<file path="config.mk">
export PLATFORM = sky130hd
export DESIGN_NAME = hazard_scoreboard
export DESIGN_NICKNAME = d
export VERILOG_FILES = /design/src/rtl/pipeline_pkg.sv /design/src/rtl/hazard_scoreboard_sat_counter.sv /design/src/rtl/hazard_scoreboard.sv
export SDC_FILE = /design/constraint.sdc
export NUM_CORES = 1
export LEC_CHECK = 0
export BUFFER_PORTS_ARGS = -buffer_cell sky130_fd_sc_hd__buf_2
export CAP_MARGIN = 0
export CORE_AREA = 2 2 58 87
export DETAILED_ROUTE_END_ITERATION = 6
export DIE_AREA = 0 0 60 89
export PLACE_DENSITY = 0.9
export SLEW_MARGIN = 10
export SYNTH_ARGS = -nofsm -noshare
export SYNTH_HDL_FRONTEND = slang
export SYNTH_SLANG_ARGS = --single-unit
</file>
<file path="constraint.sdc">
create_clock -name clk -period 4.7 [get_ports clk]
set_input_delay 0.94 -clock clk [delete_from_list [all_inputs] [get_ports clk]]
set_output_delay 0.94 -clock clk [all_outputs]
set_load 0.01 [all_outputs]
</file>
<file path="src/rtl/pipeline_pkg.sv">
// Shared pipeline constants and hazard FSM encoding.
// Reused by the forwarding unit, register file and hazard scoreboard.
package pipeline_pkg;

  localparam int AW   = 4;
  localparam int NREG = 16;

  localparam logic [AW-1:0] REG_ZERO = '0;

  typedef enum logic [1:0] {
    RUN      = 2'b00,
    LU_STALL = 2'b01,
    MEM_WAIT = 2'b10
  } hz_state_e;

endpackage

</file>
<file path="src/rtl/hazard_scoreboard_sat_counter.sv">
// Saturating up-counter with synchronous clear.
// Clear has priority over increment.
module sat_counter #(
  parameter int           W   = 8,
  parameter logic [W-1:0] MAX = '1
) (
  input  logic         clk,
  input  logic         rst,
  input  logic         inc_i,
  input  logic         clr_i,
  output logic [W-1:0] q_o
);

  logic [W-1:0] cnt_q, cnt_d;

  always_comb begin
    cnt_d = cnt_q;
    if (clr_i) begin
      cnt_d = '0;
    end else if (inc_i && (cnt_q != MAX)) begin
      cnt_d = cnt_q + 1'b1;
    end
  end

  always_ff @(posedge clk or posedge rst) begin
    if (rst) begin
      cnt_q <= '0;
    end else begin
      cnt_q <= cnt_d;
    end
  end

  assign q_o = cnt_q;

endmodule

</file>
<file path="src/rtl/hazard_scoreboard.sv">
// Decode-stage load-use hazard unit with busy scoreboard,
// memory-wait freeze, stall counter and stall watchdog.
module hazard_scoreboard
  import pipeline_pkg::*;
#(
  parameter int NREG        = pipeline_pkg::NREG,
  parameter int AW          = pipeline_pkg::AW,
  parameter int STALL_LIMIT = 64,
  parameter int CW          = 16
) (
  input  logic            clk,
  input  logic            rst,
  input  logic            id_valid,
  input  logic [AW-1:0]   id_rs,
  input  logic [AW-1:0]   id_rt,
  input  logic            id_rs_used,
  input  logic            id_rt_used,
  input  logic [AW-1:0]   id_rd,
  input  logic            id_is_load,
  input  logic [AW-1:0]   wb_rd,
  input  logic            wb_load_rw,
  input  logic            mem_ready,
  output logic            pc_write,
  output logic            ifid_write,
  output logic            idex_bubble,
  output logic            freeze,
  output logic [NREG-1:0] busy,
  output logic [CW-1:0]   stall_count,
  output logic            watchdog_err
);

  localparam int RW = $clog2(STALL_LIMIT + 1);
  localparam logic [RW-1:0] RUN_MAX = RW'(STALL_LIMIT);

  logic [NREG-1:0] busy_q, busy_d;
  logic [RW-1:0]   run_q;
  logic            err_q;
  logic            wb_clr, clr_a, clr_b;
  logic            hz_a, hz_b, set_ok;
  logic            run_at_lim;
  hz_state_e       state;

  // A writeback to the same register this cycle is bypassed, not stalled.
  assign wb_clr = wb_load_rw && (wb_rd != REG_ZERO);
  assign clr_a  = wb_clr && (wb_rd == id_rs);
  assign clr_b  = wb_clr && (wb_rd == id_rt);
  assign hz_a   = id_valid && id_rs_used && busy_q[id_rs] && !clr_a;
  assign hz_b   = id_valid && id_rt_used && busy_q[id_rt] && !clr_b;

  always_comb begin
    state = RUN;
    if (rst) begin
      state = RUN;
    end else if (!mem_ready) begin
      state = MEM_WAIT;
    end else if (hz_a || hz_b) begin
      state = LU_STALL;
    end
  end

  always_comb begin
    pc_write    = 1'b1;
    ifid_write  = 1'b1;
    idex_bubble = 1'b0;
    freeze      = 1'b0;
    unique case (state)
      MEM_WAIT: begin
        pc_write   = 1'b0;
        ifid_write = 1'b0;
        freeze     = 1'b1;
      end
      LU_STALL: begin
        pc_write    = 1'b0;
        ifid_write  = 1'b0;
        idex_bubble = 1'b1;
      end
      default: ;
    endcase
  end

  assign set_ok = id_valid && id_is_load &&
                  (id_rd != REG_ZERO) && (state == RUN);

  // Set is applied after clear so a reissued load wins.
  always_comb begin
    busy_d = busy_q;
    if (!freeze) begin
      if (wb_clr) begin
        busy_d[wb_rd] = 1'b0;
      end
      if (set_ok) begin
        busy_d[id_rd] = 1'b1;
      end
    end
    busy_d[0] = 1'b0;
  end

  always_ff @(posedge clk or posedge rst) begin
    if (rst) begin
      busy_q <= '0;
    end else begin
      busy_q <= busy_d;
    end
  end

  assign busy = busy_q;

  sat_counter #(
    .W   (CW),
    .MAX ({CW{1'b1}})
  ) u_stall_cnt (
    .clk   (clk),
    .rst   (rst),
    .inc_i (!pc_write),
    .clr_i (1'b0),
    .q_o   (stall_count)
  );

  sat_counter #(
    .W   (RW),
    .MAX (RUN_MAX)
  ) u_run_cnt (
    .clk   (clk),
    .rst   (rst),
    .inc_i (!pc_write),
    .clr_i (pc_write),
    .q_o   (run_q)
  );

  assign run_at_lim = (run_q == RUN_MAX);

  always_ff @(posedge clk or posedge rst) begin
    if (rst) begin
      err_q <= 1'b0;
    end else if (run_at_lim) begin
      err_q <= 1'b1;
    end
  end

  assign watchdog_err = err_q || run_at_lim;

endmodule

</file>
== Word-level counts from Yosys, hierarchy flattened ==
Index checks and enable logic that the tools add are counted.

* Flip-flop bits (word level): 39
* Input port bits: 24
* Logic and storage cells: 66

* $add $sub $neg: 2
* Magnitude comparators: 6
* Equality and inequality tests: 8
* Mux-type cells: 19
* Bitwise gates (word level): 3
* Reductions and logical operators: 24

{| class="wikitable"
|+ Operator list
! cell !! number
|-
| $mux 16 || 3
|-
| $lt 4x5->1 const B || 4
|-
| $add 16x1->16 const B || 1
|-
| $and 16x16->16 || 1
|-
| $logic_and 1x1->1 || 16
|-
| $ne 16x16->1 const B || 1
|-
| $not 16->16 || 1
|-
| $or 16x16->16 || 1
|-
| $mux 7 || 2
|-
| $bmux 1 s4 || 2
|-
| $demux 1 s4 || 2
|-
| $eq 4x4->1 || 2
|-
| $ge 4x1->1 const B || 2
|-
| $mux 1 || 8
|-
| $reduce_bool 4->1 || 2
|-
| $add 7x1->7 const B || 1
|-
| $eq 7x7->1 const B || 1
|-
| $ne 7x7->1 const B || 1
|-
| $mux 2 || 2
|-
| $eq 2x1->1 const B || 1
|-
| $eq 2x2->1 const B || 1
|-
| $logic_not 1->1 || 2
|-
| $logic_not 2->1 || 1
|-
| $logic_or 1x1->1 || 2
|-
| other kinds (2) || 2
|}

== Logic depth before layout (Yosys ltp) ==
* Depth in word-level cells: 14
* Depth in mapped cells: 10
* Mapped depth without buffers: 8

== Modules after synthesis ==
A second synthesis with hierarchy kept.

* Cell total of the unflattened synthesis: 300
* Area total of the unflattened synthesis: 2721.4 sq um

{| class="wikitable"
|+ Modules (own cells, without submodules)
! module !! times used !! cells an instance !! area each (sq um)
|-
| hazard_scoreboard || 1 || 152 || 1347.5
|-
| sat_counter (u_stall_cnt) || 1 || 101 || 932.1
|-
| sat_counter (u_run_cnt) || 1 || 47 || 441.7
|}

== Worst setup path after synthesis ==
No wires, ideal clock.

* Path kind: in2out
* Start: input port id_rt[2]
* End: output port pc_write
* Arrival: 2554 ps
* Required time: 3760 ps
* Setup slack: 1206 ps
* Stages: 8
* Cell sequence: buf_6 -> mux2_4 -> a2111oi_4 -> nor3_2 -> or3_4 -> inv_4 -> buf_6 -> buf_4

* Word-level cells in the longest chain between the ends: 11

{| class="wikitable"
|+ RTL lines
! what !! RTL line !! text
|-
| start: declaration || hazard_scoreboard.sv:15 || <nowiki>input logic [AW-1:0] id_rt,</nowiki>
|-
| $bmux 1 s4 or $eq 4x4->1 (tied branches) || hazard_scoreboard.sv:48, hazard_scoreboard.sv:46 ||
|-
| $mux 1 (implied by the code) or $logic_and 1x1->1 (tied branches) || hazard_scoreboard.sv:48, hazard_scoreboard.sv:46 ||
|-
| $logic_and 1x1->1 or $logic_not 1->1 (tied branches) || hazard_scoreboard.sv:48 || <nowiki>assign hz_b = id_valid && id_rt_used && busy_q[id_rt] && !clr_b;</nowiki>
|-
| $logic_and 1x1->1 * || hazard_scoreboard.sv:48 ||
|-
| $logic_or 1x1->1 * || hazard_scoreboard.sv:56 || <nowiki>end else if (hz_a || hz_b) begin</nowiki>
|-
| $mux 1 * || hazard_scoreboard.sv:56 ||
|-
| $mux 2 * || hazard_scoreboard.sv:54 || <nowiki>end else if (!mem_ready) begin</nowiki>
|-
| $mux 2 * || hazard_scoreboard.sv:52 || <nowiki>if (rst) begin</nowiki>
|-
| $eq 2x2->1 or $eq 2x1->1 (tied branches) || - ||
|-
| $reduce_or 2->1 (no source line) * || - ||
|-
| $mux 1 * || - ||
|-
| end: declaration || hazard_scoreboard.sv:23 || <nowiki>output logic pc_write,</nowiki>
|}

Mark *: on every way between the ends. The rest lies on a longest branch, timed or not. The select of a mux whose other input is x is not followed.

== Worst setup path after layout ==
* Start: input port id_rs[2]
* End: output port pc_write

* Word-level cells in the longest chain between the ends: 11

{| class="wikitable"
|+ RTL lines
! what !! RTL line !! text
|-
| start: declaration || hazard_scoreboard.sv:14 || <nowiki>input logic [AW-1:0] id_rs,</nowiki>
|-
| $bmux 1 s4 or $eq 4x4->1 (tied branches) || hazard_scoreboard.sv:47, hazard_scoreboard.sv:45 ||
|-
| $mux 1 (implied by the code) or $logic_and 1x1->1 (tied branches) || hazard_scoreboard.sv:47, hazard_scoreboard.sv:45 ||
|-
| $logic_and 1x1->1 or $logic_not 1->1 (tied branches) || hazard_scoreboard.sv:47 || <nowiki>assign hz_a = id_valid && id_rs_used && busy_q[id_rs] && !clr_a;</nowiki>
|-
| $logic_and 1x1->1 * || hazard_scoreboard.sv:47 ||
|-
| $logic_or 1x1->1 * || hazard_scoreboard.sv:56 ||
|-
| $mux 1 * || hazard_scoreboard.sv:56 ||
|-
| $mux 2 * || hazard_scoreboard.sv:54 ||
|-
| $mux 2 * || hazard_scoreboard.sv:52 ||
|-
| $eq 2x2->1 or $eq 2x1->1 (tied branches) || hazard_scoreboard.sv:66 || <nowiki>unique case (state)</nowiki>
|-
| $reduce_or 2->1 (no source line) * || - ||
|-
| $mux 1 * || hazard_scoreboard.sv:66 ||
|}

Marks and branches as above.

==> impl_summary.md <==
Critical path
Walking the worst path, the cells encountered are buf_2 -> mux2_4 -> a2111oi_2 -> nor3_2 -> or3_4 -> inv_4 -> buf_2. The most frequent cell on the critical path is sky130_fd_sc_hd__buf_2. STA classifies the critical path endpoint as a primary output.

The data required time of the worst path is around 3800 ps. The setup check on the worst reg-to-reg path leaves a slack of around 2300 ps. The category of the worst setup path launch point is an input pin.

Of all nets on the critical path, the largest fanout is 23. The worst setup path is of the input pin to primary output kind. The data arrival time of the worst path is between 2000 and 3000 ps. The largest single stage delay on the critical path is 390 ps. The cell with the largest stage delay on the worst path is sky130_fd_sc_hd__a2111oi_2.

Synth
The compound-gate portion of the synthesized area came to 0.109. By area the synthesized netlist is led by sky130_fd_sc_hd__dfrtp_1, sky130_fd_sc_hd__xor2_1, sky130_fd_sc_hd__mux2i_1. The most used flip-flop cell after synthesis is sky130_fd_sc_hd__dfrtp_1.

The dominant combinational cell family by area after synthesis is simple AND/OR/NAND/NOR gates. The number of enable flip-flop cells after synthesis is 0. The average size of a mapped cell is between 9 and 10 um^2.

Counting flops with an async set or reset pin after synthesis yields a share of 1.00. The arithmetic-cell share of the synthesized area counting full adders, half adders and majority gates is 0.0153. The number of nets produced by synthesis is 275. Of the post-synthesis cell area, the part taken by muxes is 0.0705. Of the total synthesized cell area, the portion taken by XOR and XNOR cells is 0.100.

Of the total synthesized cell area, the portion taken by AND, OR, NAND and NOR gates is 0.257. Counting distinct cell types in the post-synthesis netlist gives 49. The post-synth design cell area is between 2000 and 2500 um^2. The fraction of post-synthesis cell area in the top cell type by area is 0.398. sky130_fd_sc_hd__dfrtp_1 takes more of the synthesized area than any other cell.

The number of synthesized register bits is 39. Synthesis produced a netlist whose cell count is ~250. For this run, the number of Yosys warnings is 0. The sequential area share after synthesis is 0.398.

CTS
The post-cts hold buffer count is 0. The clock latency at the later pin of the worst-skew pair is 290 ps. Counting the buffers created by CTS gives 5. CTS placed an instance of sky130_fd_sc_hd__clkbuf_8 at the clock tree root.

Once the clock tree was built, the setup fixing pass inserted 0 buffers. The CTS tree is yes. The H-tree was split into 2 levels. The count of cells resized by post-cts repair is 0. The number of sinks handled by clock tree synthesis is 39. The clock passes through at most 2 buffers. The clock transition at the register clock pins on the worst setup and hold paths after CTS is roughly 60 ps.

Cells and area
The final-layout fill cell count is ~400. The multi-input combinational cells in the finished layout cover a total of about 1400 um^2. After the last flow step, the layout net total stands at between 300 and 400. The sequential standard cell area is roughly 980 um^2. The fraction of layout instances using a drive strength above 1 is 0.281. The repair_antennas step left the layout with diodes totalling 0. Relative to the synthesized area, the layout overhead comes to 15.1%. The share of the core filled with cells is 0.621.

Pwr
VDD sags by at most between 0.2 and 0.3 mV. The total power divided by cell area is around 350 nW/um^2. The leakage power summed over all cells is approximately 1.3 nW.

STA
The final worst hold slack is between 400 and 500 ps. The clock skew after layout is between 5 and 6 ps. The hold violation total from the final report came to 0.

The total count of max-transition violations in the final report came to 0. Setup violations remaining at the end of the flow were counted as 0. The final period utilization is 0.799.

Subtracting the final worst setup slack from the clock period gives 3750 ps. The worst relative slew slack is 0.437. Derived from the worst setup path, the maximum achievable clock frequency is between 200 and 300 MHz.

For the pin with the worst max-slew slack, the measured transition is 839 ps. The final setup TNS is 0 ps. Setup repair after global routing left no endpoint under its margin.

Global route
The number of global-route vias before repair is a little over 2k. The total global-route track usage is 0.240. The overflow left after global routing is 0.

The number of antenna violations at the first check in global routing is 0. The largest net degree at the start of global routing is 40. The first-pass GRT wire length is about 9.5 mm.

Route
The per-cell routed wire length is around 17 um. The post-detailed-route DRC marker count is 0. The total length of routed wires is slightly above 6 mm. The number of detailed-route iterations in the first pass is 5.

After detailed routing, the number of vias per cell comes to between 5 and 6. The count of vias placed by the detailed router is ~2.1k. The number of routed nets with antenna violations is 0. The DRC violation total after the first TritonRoute iteration is 203.

Placement
The quantity of I/O buffers inserted on ports is 59. Once detailed placement completed, the half-perimeter wirelength came to approximately 4.7 mm. The last weighted congestion value of the routability-driven placer is around 1.0.

Min path
The kind of path behind the tightest hold check is register to register.

Die
The die is roughly 60 um wide. For this configuration, the core starts out at a cell density of 0.539. The die footprint is ~5300 um^2. The number of standard-cell rows in the floorplan is 30. The height of the die is 89 um. The number of ports placed on the die boundary is 61. The floorplan step defined a core boundary enclosing approximately 4500 um^2.

Outcome
The flow ran to the end, and the final reports show no timing, DRC or antenna violations.

Flow run
The number of max-cap violations is 0.
power breakdown:
part	switching (mW)	total, mW	internal, mW
Sequential	0.0858	0.483	0.397
Combinational	0.158	0.287	0.128
Clock	0.108	0.212	0.104
Total	0.352	0.982	0.629
layout make-up:
| class | count | share of cell area |
|---|---|---|
| timing repair buffer | 60 | 0.107 |
| clock buffer | 7 | 0.0271 |
| tap | 64 | 0.0284 |
| inverter | 6 | 0.00887 |
| clock inverter | 1 | 0.00177 |
| sequential | 39 | 0.346 |
| multi-input combinational | 189 | 0.480 |
worst max-delay path, delay by kind of cell:
family	cells	cell delay [ps]
AO/OA/AOI/OAI	1	390
buffers and inverters	3	660
multiplexers	1	330
AND/OR/NAND/NOR	2	470
layer usage:
layer | routed length, um | track usage | share of wire
met1 | 2240 | 0.259 | 0.37
met2 | 3050 | 0.415 | 0.51
met3 | 343 | 0.0376 | 0.057
met4 | 405 | 0.174 | 0.067
met5 | 0 | 0 | 0
kinds of logic after synthesis:
logic type	after synthesis
adders and majority gates	3
xor gates and xnor gates	28
DFF	39
other	1
buffers and inverters	20
muxes	16
AOI/OAI and AO/OA	40
and+or+nand+nor	101
cell usage after synthesis, types with 2 or more instances:
cell,n
sky130_fd_sc_hd__a32oi_1,2
sky130_fd_sc_hd__and3_1,5
sky130_fd_sc_hd__and3b_1,3
sky130_fd_sc_hd__buf_1,2
sky130_fd_sc_hd__buf_4,2
sky130_fd_sc_hd__buf_6,4
sky130_fd_sc_hd__clkbuf_1,3
sky130_fd_sc_hd__clkbuf_2,3
sky130_fd_sc_hd__dfrtp_1,39
sky130_fd_sc_hd__ha_1,3
sky130_fd_sc_hd__inv_1,5
sky130_fd_sc_hd__mux2_2,2
sky130_fd_sc_hd__mux2_4,2
sky130_fd_sc_hd__mux2i_1,12
sky130_fd_sc_hd__nand2_1,13
sky130_fd_sc_hd__nand2b_1,5
sky130_fd_sc_hd__nand3_1,13
sky130_fd_sc_hd__nand3_2,2
sky130_fd_sc_hd__nand3b_1,3
sky130_fd_sc_hd__nand4_1,10
sky130_fd_sc_hd__nand4b_1,4
sky130_fd_sc_hd__nor2_1,16
sky130_fd_sc_hd__nor2b_1,3
sky130_fd_sc_hd__nor3_1,5
sky130_fd_sc_hd__nor3_2,2
sky130_fd_sc_hd__nor3b_1,2
sky130_fd_sc_hd__nor4_1,5
sky130_fd_sc_hd__nor4b_1,2
sky130_fd_sc_hd__o21ai_0,15
sky130_fd_sc_hd__o21ai_1,15
sky130_fd_sc_hd__or2_2,2
sky130_fd_sc_hd__xnor2_1,11
sky130_fd_sc_hd__xor2_1,17
registers in the layout, indices dropped and copies added (netlist names):
register	flops
u_stall_cnt.q_o	16
busy	15
u_run_cnt.q_o	7
err_q	1
final timing paths:
check                           cells past startpoint                  end                from
worst max-delay path                                7             pc_write            id_rs[2]
worst min-delay path                                1                err_q               err_q
worst max register to register                      6  u_stall_cnt.q_o[15]  u_stall_cnt.q_o[4]
worst min register to register                      1                err_q               err_q
max in group asynchronous                           3     u_run_cnt.q_o[1]                 rst
min in group asynchronous                           3  u_stall_cnt.q_o[12]                 rst
layout by cell type (no fill, tap or decap), types with 4 or more instances in the layout:
master | Yosys | final
sky130_fd_sc_hd__o21ai_1 | 15 | 15
sky130_fd_sc_hd__nand4b_1 | 4 | 4
sky130_fd_sc_hd__dfrtp_1 | 39 | 39
sky130_fd_sc_hd__inv_1 | 5 | 5
sky130_fd_sc_hd__mux2i_1 | 12 | 12
sky130_fd_sc_hd__xor2_1 | 17 | 17
sky130_fd_sc_hd__nand2b_1 | 5 | 5
sky130_fd_sc_hd__clkbuf_8 | 0 | 5
sky130_fd_sc_hd__o21ai_0 | 15 | 15
sky130_fd_sc_hd__nand2_1 | 13 | 13
sky130_fd_sc_hd__nand3_1 | 13 | 13
sky130_fd_sc_hd__and3_1 | 5 | 5
sky130_fd_sc_hd__nand4_1 | 10 | 10
sky130_fd_sc_hd__xnor2_1 | 11 | 11
sky130_fd_sc_hd__buf_2 | 0 | 59
sky130_fd_sc_hd__nor2_1 | 16 | 16
sky130_fd_sc_hd__nor4_1 | 5 | 5
sky130_fd_sc_hd__nor3_1 | 5 | 5
through the flow:
step	area (um^2)	setup WS (ps)	power [mW]	instances
after global placement	2740	962	0.765	358
after CTS	2820	951	0.984	366
after floorplan	2450	1210	0.651	248
after detailed placement	2740	952	0.772	358
final	2820	947	0.982	366
after global routing	2820	853	1.03	366
(Power assumes the default switching activity.)
